### src/rtl/dual_issue_dispatch_queue_pkg.sv
// Shared types and opcode classification helpers for the SPU-Lite dispatch queue.
package dual_issue_dispatch_queue_pkg;

    localparam int unsigned OP_W   = 7;
    localparam int unsigned REG_AW = 7;
    localparam int unsigned IMM_W  = 18;
    localparam int unsigned PC_W   = 32;

    typedef logic [OP_W-1:0] opcode_t;

    typedef enum logic {
        PIPE_EVEN = 1'b0,
        PIPE_ODD  = 1'b1
    } pipe_t;

    typedef struct packed {
        opcode_t           opcode;
        logic [REG_AW-1:0] rt;
        logic [REG_AW-1:0] ra;
        logic [REG_AW-1:0] rb;
        logic [REG_AW-1:0] rc;
        logic [IMM_W-1:0]  imm;
        logic [PC_W-1:0]   pc;
    } dispatch_entry_t;

    // 93 and undefined codes fall through to the even pipe.
    function automatic pipe_t pipe_of(input opcode_t op);
        return (op inside {[7'd67:7'd92], 7'd94}) ? PIPE_ODD : PIPE_EVEN;
    endfunction

    function automatic logic is_branch(input opcode_t op);
        return op inside {[7'd84:7'd91]};
    endfunction

    function automatic logic writes_rt(input opcode_t op);
        return !(op inside {7'd82, 7'd83, 7'd84, 7'd85, [7'd88:7'd94]});
    endfunction

    // Stores and conditional branches use rt as a source operand.
    function automatic logic reads_rt(input opcode_t op);
        return op inside {7'd82, 7'd83, [7'd88:7'd91]};
    endfunction

    function automatic logic is_legal_op(input opcode_t op);
        return op inside {[7'd1:7'd94]};
    endfunction

endpackage

### src/rtl/dispatch_fifo.sv
// Circular instruction buffer: up to two writes at tail, two-deep head read, pop of 0/1/2.
module dispatch_fifo
    import dual_issue_dispatch_queue_pkg::*;
#(
    parameter int unsigned DEPTH = 8
) (
    input  logic                     clk,
    input  logic                     reset_n,
    input  logic                     clear,
    input  logic                     wr_en0,
    input  logic                     wr_en1,
    input  dispatch_entry_t          wr_data0,
    input  dispatch_entry_t          wr_data1,
    input  logic [1:0]               pop,
    output dispatch_entry_t          rd_data0,
    output dispatch_entry_t          rd_data1,
    output logic [$clog2(DEPTH):0]   count
);

    localparam int unsigned PW = $clog2(DEPTH);
    localparam int unsigned CW = PW + 1;

    dispatch_entry_t mem [DEPTH];
    logic [PW-1:0]   head;
    logic [PW-1:0]   tail;
    logic [1:0]      wr_num;

    assign wr_num   = 2'(wr_en0) + 2'(wr_en0 & wr_en1);
    assign rd_data0 = mem[head];
    assign rd_data1 = mem[head + PW'(1)];

    // Pointer and occupancy bookkeeping; clear returns to the empty state.
    always_ff @(posedge clk or negedge reset_n) begin
        if (!reset_n) begin
            head  <= '0;
            tail  <= '0;
            count <= '0;
        end else if (clear) begin
            head  <= '0;
            tail  <= '0;
            count <= '0;
        end else begin
            head  <= head + PW'(pop);
            tail  <= tail + PW'(wr_num);
            count <= count + CW'(wr_num) - CW'(pop);
        end
    end

    // Storage carries no reset; occupancy alone decides what is valid.
    always_ff @(posedge clk) begin
        if (wr_en0 && !clear) begin
            mem[tail] <= wr_data0;
        end
        if (wr_en0 && wr_en1 && !clear) begin
            mem[tail + PW'(1)] <= wr_data1;
        end
    end

endmodule

### src/rtl/dual_issue_dispatch_queue.sv
// In-order instruction buffer issuing the oldest one or two entries to the even/odd pipes.
module dual_issue_dispatch_queue
    import dual_issue_dispatch_queue_pkg::*;
#(
    parameter int unsigned DEPTH   = 8,
    parameter bit          DUAL_EN = 1'b1
) (
    input  logic                   clk,
    input  logic                   reset_n,
    input  logic [1:0]             in_valid,
    input  dispatch_entry_t        in_entry0,
    input  dispatch_entry_t        in_entry1,
    output logic                   in_ready,
    input  logic                   flush,
    input  logic                   even_stall,
    input  logic                   odd_stall,
    output logic                   even_issue,
    output logic                   odd_issue,
    output dispatch_entry_t        even_entry,
    output dispatch_entry_t        odd_entry,
    output logic [$clog2(DEPTH):0] count,
    output logic [31:0]            dual_count,
    output logic                   illegal_op
);

    localparam int unsigned CW = $clog2(DEPTH) + 1;

    dispatch_entry_t head0;
    dispatch_entry_t head1;
    logic [CW-1:0]   occ;
    logic            wr_en0;
    logic            wr_en1;
    logic [1:0]      pop;
    pipe_t           pipe0;
    pipe_t           pipe1;
    logic            stall0;
    logic            stall1;
    logic            reg_hazard;
    logic            issue0;
    logic            issue1;

    assign count    = occ;
    assign in_ready = (occ <= CW'(DEPTH - 2));
    assign wr_en0   = in_ready && in_valid[0] && !flush;
    assign wr_en1   = wr_en0 && in_valid[1];
    assign pop      = 2'(issue0) + 2'(issue1);

    dispatch_fifo #(
        .DEPTH (DEPTH)
    ) u_fifo (
        .clk      (clk),
        .reset_n  (reset_n),
        .clear    (flush),
        .wr_en0   (wr_en0),
        .wr_en1   (wr_en1),
        .wr_data0 (in_entry0),
        .wr_data1 (in_entry1),
        .pop      (pop),
        .rd_data0 (head0),
        .rd_data1 (head1),
        .count    (occ)
    );

    // Pairing decision and steering of the oldest two entries onto the pipes.
    always_comb begin
        even_issue = 1'b0;
        odd_issue  = 1'b0;
        even_entry = '0;
        odd_entry  = '0;
        pipe0      = pipe_of(head0.opcode);
        pipe1      = pipe_of(head1.opcode);
        stall0     = (pipe0 == PIPE_ODD) ? odd_stall : even_stall;
        stall1     = (pipe1 == PIPE_ODD) ? odd_stall : even_stall;
        reg_hazard = writes_rt(head0.opcode) &&
                     ((head0.rt == head1.ra) || (head0.rt == head1.rb) || (head0.rt == head1.rc) ||
                      ((reads_rt(head1.opcode) || writes_rt(head1.opcode)) && (head0.rt == head1.rt)));
        issue0     = !flush && (occ != '0) && !stall0;
        issue1     = DUAL_EN && issue0 && (occ >= CW'(2)) && (pipe1 != pipe0) && !stall1 &&
                     !is_branch(head0.opcode) && !reg_hazard;

        if (issue0) begin
            if (pipe0 == PIPE_ODD) begin
                odd_issue = 1'b1;
                odd_entry = head0;
            end else begin
                even_issue = 1'b1;
                even_entry = head0;
            end
        end
        if (issue1) begin
            if (pipe1 == PIPE_ODD) begin
                odd_issue = 1'b1;
                odd_entry = head1;
            end else begin
                even_issue = 1'b1;
                even_entry = head1;
            end
        end
    end

    // Statistics and sticky error flag survive flush; only reset clears them.
    always_ff @(posedge clk or negedge reset_n) begin
        if (!reset_n) begin
            dual_count <= '0;
            illegal_op <= 1'b0;
        end else begin
            if (even_issue && odd_issue && (dual_count != '1)) begin
                dual_count <= dual_count + 32'd1;
            end
            if ((wr_en0 && !is_legal_op(in_entry0.opcode)) ||
                (wr_en1 && !is_legal_op(in_entry1.opcode))) begin
                illegal_op <= 1'b1;
            end
        end
    end

endmodule
### config.mk
export PLATFORM = sky130hd
export DESIGN_NAME = dual_issue_dispatch_queue
export DESIGN_NICKNAME = d
export VERILOG_FILES = /design/src/rtl/dual_issue_dispatch_queue_pkg.sv /design/src/rtl/dispatch_fifo.sv /design/src/rtl/dual_issue_dispatch_queue.sv
export SDC_FILE = /design/constraint.sdc
export NUM_CORES = 2
export LEC_CHECK = 0
export CAP_MARGIN = 10
export CORE_MARGIN = 2
export CORE_UTILIZATION = 42
export DETAILED_ROUTE_END_ITERATION = 16
export GPL_TIMING_DRIVEN = 0
export MAX_ROUTING_LAYER = met4
export SLEW_MARGIN = 20
export SYNTH_ARGS = -nofsm -noshare
export SYNTH_HDL_FRONTEND = slang
export SYNTH_SLANG_ARGS = --single-unit
### constraint.sdc
create_clock -name clk -period 8.2 [get_ports clk]
set_input_delay 1.64 -clock clk [delete_from_list [all_inputs] [get_ports clk]]
set_output_delay 1.64 -clock clk [all_outputs]
set_load 0.05 [all_outputs]
======== Word level (Yosys, flattened, before mapping) ========
Memory sizes are Yosys's and may differ from the RTL's.
Index checks and enable logic that the tools add are counted.
W data, S select, Z words.
word-level totals
  bits in registers ....................... 43
  bits in writable memories ............... 680
  input port bits ......................... 177
  output and inout bits ................... 210
  word-level logic and storage cells ...... 123
  memories kept ........................... 1
memories
  memory      words  bits a word  rd ports  clocked after memory_dff  wr ports  line                 text
  u_fifo.mem  8      85           2         0                         2         dispatch_fifo.sv:23  dispatch_entry_t mem [DEPTH];
cells by class
  add/subtract/negate cells ............... 9
  order comparisons ....................... 17
  eq/ne operators ......................... 16
  muxes and demuxes ....................... 27
  bitwise logic cells ..................... 1
  reductions and logical operators ........ 47
operators by type and width
  kind                     count
  $mux W85                 8
  $eq A7 B7 Y1 const B     10
  $le A7 B7 Y1 const B     8
  $ge A7 B7 Y1 const B     5
  $add A32 B1 Y32 const B  1
  $ne A32 B32 Y1 const B   1
  $eq A7 B7 Y1             4
  $logic_and A1 B1 Y1      27
  $mux W1                  16
  $ge A7 B1 Y1 const B     2
  $reduce_bool A5 Y1       2
  $logic_not A1 Y1         9
  $add A3 B1 Y3 const B    2
  $add A3 B2 Y3            2
  $mux W3                  2
  $logic_or A1 B1 Y1       5
  $add A4 B2 Y4            1
  $ge A4 B2 Y1 const B     1
  $le A4 B3 Y1 const B     1
  $mux W4                  1
  $reduce_bool A2 Y1       2
  $reduce_bool A4 Y1       1
  $sub A4 B2 Y4            1
  $reduce_bool A3 Y1       1
  4 further kinds          4

======== Longest topological paths before layout ========
An unclocked memory read counts as a cell.
  word-level depth ........................ 16
  gate-level depth with buffers ........... 22

======== Hierarchy ========
A second synthesis with hierarchy kept.
unflattened totals
  cell total of the unflattened synthesis .. 2581
  area total of the unflattened synthesis .. 43529.2 um^2
by module, submodules not included
  module                     times used  cells each  area an instance (um^2)  sequential area each (um^2)
  dispatch_fifo              1           2127        39369.0                  20669.8
  dual_issue_dispatch_queue  1           454         4160.2                   825.8

======== Worst setup path after synthesis ========
No wires, ideal clock.
  path type ............................... reg-to-reg
  start point ............................. reg u_fifo.count[3]
  end point ............................... mem u_fifo.mem[4][0] (netlist bit), enable pin
  arrival time ............................ 8.619 ns
  setup slack ............................. -1.073 ns
  cell stages (with the launch flop) ...... 8
  buffers on the path ..................... 0
  cells stage by stage .................... dfrtp_1 > inv_1 > ha_1 > nand2_1 > mux2i_1 > and3b_1 > nand2_1 > o31ai_1
RTL lines
  item                    line                 text
  from (decl)             dispatch_fifo.sv:17  output logic [$clog2(DEPTH):0] count
  from (signal assigned)  dispatch_fifo.sv:45  count <= count + CW'(wr_num) - CW'(pop);
  to (decl)               dispatch_fifo.sv:23

==> impl_metrics.csv <==
group,metric,value,unit
status,outcome,"finished, violations left",
status,violations,"negative setup slack",
placement,dpl.hpwl,117000,um
sta,grt_setup_unrepaired,"false",
placement,dp_cells,4594,
sta,clock_skew,0.0270,ns
job,maxCapViolations,0,
yosys,synth-seq-cells,723,
placement,place_area,0.0514,sq mm
placement,io_buffers,371,
yosys,synth_edf_count,680,
finish,nets,3485,
cts,clk_pin_slew,0.06,ns
yosys,syn_nets,2958,
routing,drt_wl_total,164000,um
die,design.die.area,0.108,sq mm
setup_path,critPathMaxFanout,10,
finish,syn2layout_area_growth,22.7,%
placement,gp_congestion,0.904,
yosys,ys_seq_area_share,48.4,%
sta,finalCritPeriodShare,100,%
routing,first_pass_iters,5,
yosys,synth_top_area_share,45.9,%
setup_path,cpMostUsedCell,"buf_6",
die,die_h,329,um
setup_path,crit_type,"flip-flop to output pin",
setup_path,crit_buf_inv,8,
finish,layout_commonest_cell,"mux2_2",
sta,slew_headroom,19.1,%
cts,cts_buffer_depth,3,
placement,pre_cts_ws,0.163,ns
yosys,synth_cell_types,65,
global_routing,grt_pass1_wl,231000,um
yosys,avgSynthCellArea,16.1,sq um
die,coreArea,0.105,sq mm
die,die_w,329,um
yosys,syn-instance-count,2765,
finish,final_cell_mix,"683 x mux2_2, 680 x edfxtp_1, 361 x mux4_2, 360 x clkdlybuf4s50_1, 222 x mux2i_1",
yosys,synth-async-reset-ratio,5.95,%
die,start_util,42.3,%
routing,antenna_left,0,
sta,hold_viol_final,0,
finish,stdcell_area,0.0545,sq mm
yosys,yosys_warnings,0,
global_routing,grt_max_degree,28,
setup_path,required,6.56,ns
routing,via_count,30900,
cts,cts_tree,"built",
sta,period_needed,8.22,ns
global_routing,grt_overflow,0,
yosys,synthFlopType,"edfxtp_1",
die,rows,119,
global_routing,antenna_found_initial,33,
yosys,yosys-top-cells-area,"edfxtp_1 46%, mux4_2 18%, mux2_2 17%, mux2i_1 5.0%, dfrtp_1 2.4%",
setup_path,cp_cell_sequence,"ha_1, buf_4, buf_6, buf_6, buf_2, mux4_2, mux2i_1, xnor2_1, nand2_1, a211o_1, o211ai_1, o41a_4, nand2b_4, buf_6, buf_6, buf_4, o22ai_1, clkdlybuf4s50_1",
cts,cts_max_level,3,
sta,finalMaxSlewViolations,0,
finish,drive_gt1_share,41.5,%
pwr,fin_total_pwr,14.1,mW
setup_path,critPathLaunchType,"flip-flop",
cts,numCtsBuffers,86,
setup_path,slowest_stage,"clkdlybuf4s50_1",
cts,cts_setup_buffers,0,
setup_path,cp.arrival,6.58,ns
finish,fillers,8785,
cts,clock_sinks,723,
yosys,synth_area,0.0444,sq mm
routing,drc,0,
sta,tightest_slew,1.21,ns
sta,fin_ws,-0.0184,ns
pwr,cellPowerDensity,258,mW/mm^2
cts,clockRootBuffer,"clkbuf_16",
sta,finalSetupViolations,1,
pwr,peakVddDrop,0.000158,V
setup_path,cp_top_family,"buffers and inverters",
global_routing,first_global_vias,31900,
cts,clk_latency,0.66,ns
pwr,p_leak,17.4,nW
routing,drt-initial-drc-count,3513,
global_routing,track_usage,30.9,%
finish,instances_no_fill,4786,
setup_path,critPathCaptureType,"output pin",
routing,routedWlPerCell,34.3,um
routing,viasPerCell,6.46,
setup_path,crit_path_max_incr_delay,0.90,ns
worst_hold_path,hold_class,"flip-flop to flip-flop",
sta,fmax,0.122,GHz
die,pin_count,387,
yosys,synth_top_cell_by_area,"edfxtp_1",
## where the power goes
| group | total [mW] | switching, mW | internal (mW) |
|---|---|---|---|
| clock network | 4.05 | 1.62 | 2.44 |
| registers | 4.27 | 0.0744 | 4.19 |
| logic | 5.74 | 3.31 | 2.42 |
## repair_timing
item	CTS	global route
resized for setup	19	24
hold buffers	0	0
setup endpoints to repair	171	30
## state kept, by name (all words and copies together), names as in the netlist
signal        count
dual_count       32
u_fifo.tail       3
u_fifo.mem      680
illegal_op        1
u_fifo.head       3
u_fifo.count      4
## area by class of cell
type	count	area [sq um]	area share [%]
Clock buffer	106	2310	4.24
Tap cell	1391	1740	3.19
Buffer	250	1290	2.37
Multi-Input combinational cell	1775	21800	40.0
Sequential cell	723	21500	39.4
Clock inverter	52	622	1.14
Antenna cell	33	82.6	0.151
Timing Repair Buffer	440	5130	9.41
Inverter	16	60.1	0.110
## kinds of logic (layout without fill, tap and decap cells)
kind of cell,count (synthesis),after routing,share of synthesized area (%)
AND/OR/NAND/NOR,184,184,2.24
other,1,34,0.00844
flip-flops,723,723,48.4
multiplexers,1271,1271,40.7
XOR/XNOR,89,89,1.75
buffers and inverters,267,864,2.89
AO/OA/AOI/OAI,214,214,3.47
adder cells (fa/ha/maj),16,16,0.518
## synth_stat cells (5+ instances only)
cell,instances
o22ai_1,150
xor2_1,59
mux4_2,361
inv_1,15
and3_1,11
nand2b_1,6
buf_4,14
o21ai_0,8
nor2b_1,9
nor3_1,32
a21oi_1,5
clkbuf_1,121
or4_1,5
nor2_1,24
and2_1,5
mux2_2,683
a2111oi_0,5
buf_2,32
nand4_1,17
edfxtp_1,680
nand2_1,28
nand3_1,19
dfrtp_1,43
xnor2_1,30
buf_1,59
buf_6,24
ha_1,12
o22ai_2,23
mux2i_1,224
nor4_1,10
## routing by layer
layer  track usage, %  wire length [um]  up-vias
li1                 -                 -    12600
met1             38.2             62300    16200
met2             48.9             79000     1726
met3             7.45             16300      337
met4             12.3              6290        0
met5                -                 0        -
## worst reg2reg max path, stage by stage (launching register included)
cell	delay (ns)
dfrtp_1	0.53
ha_1	0.37
buf_4	0.18
buf_6	0.22
buf_6	0.24
buf_2	0.42
mux4_2	0.38
mux2i_1	0.46
xor2_1	0.19
a2111oi_2	0.59
o41a_4	0.32
buf_2	0.25
nor2_1	0.09
ha_1	0.25
fa_1	0.49
inv_1	0.06
ha_1	0.27
a21o_1	0.15
a21oi_1	0.19
xnor2_1	0.15
nor2_1	0.06
## final timing paths
| check | start | end | slack (ns) | cells after the start |
|---|---|---|---|---|
| worst max-delay path | u_fifo.head[1] | even_entry[16] | -0.02 | 18 |
| worst min-delay path | illegal_op | illegal_op | 0.47 | 1 |
| max in group asynchronous | reset_n | dual_count[19] | 6.62 | 2 |
| worst min register to register | illegal_op | illegal_op | 0.47 | 1 |
| worst max register to register | u_fifo.head[1] | u_fifo.count[3] | 2.25 | 20 |
| min in group asynchronous | reset_n | u_fifo.tail[1] | 1.04 | 1 |
## through the flow
step                hold WS, ns  TNS (ns)  util, %
finish                    0.465   -0.0184     51.9
global route              0.477         0     51.9
CTS                       0.466         0     51.7
detailed placement        0.452         0     48.9
global placement          0.442  -3000.84     47.5
floorplan                 0.584         0        -
Note: power is estimated with default switching activity, not from simulation.
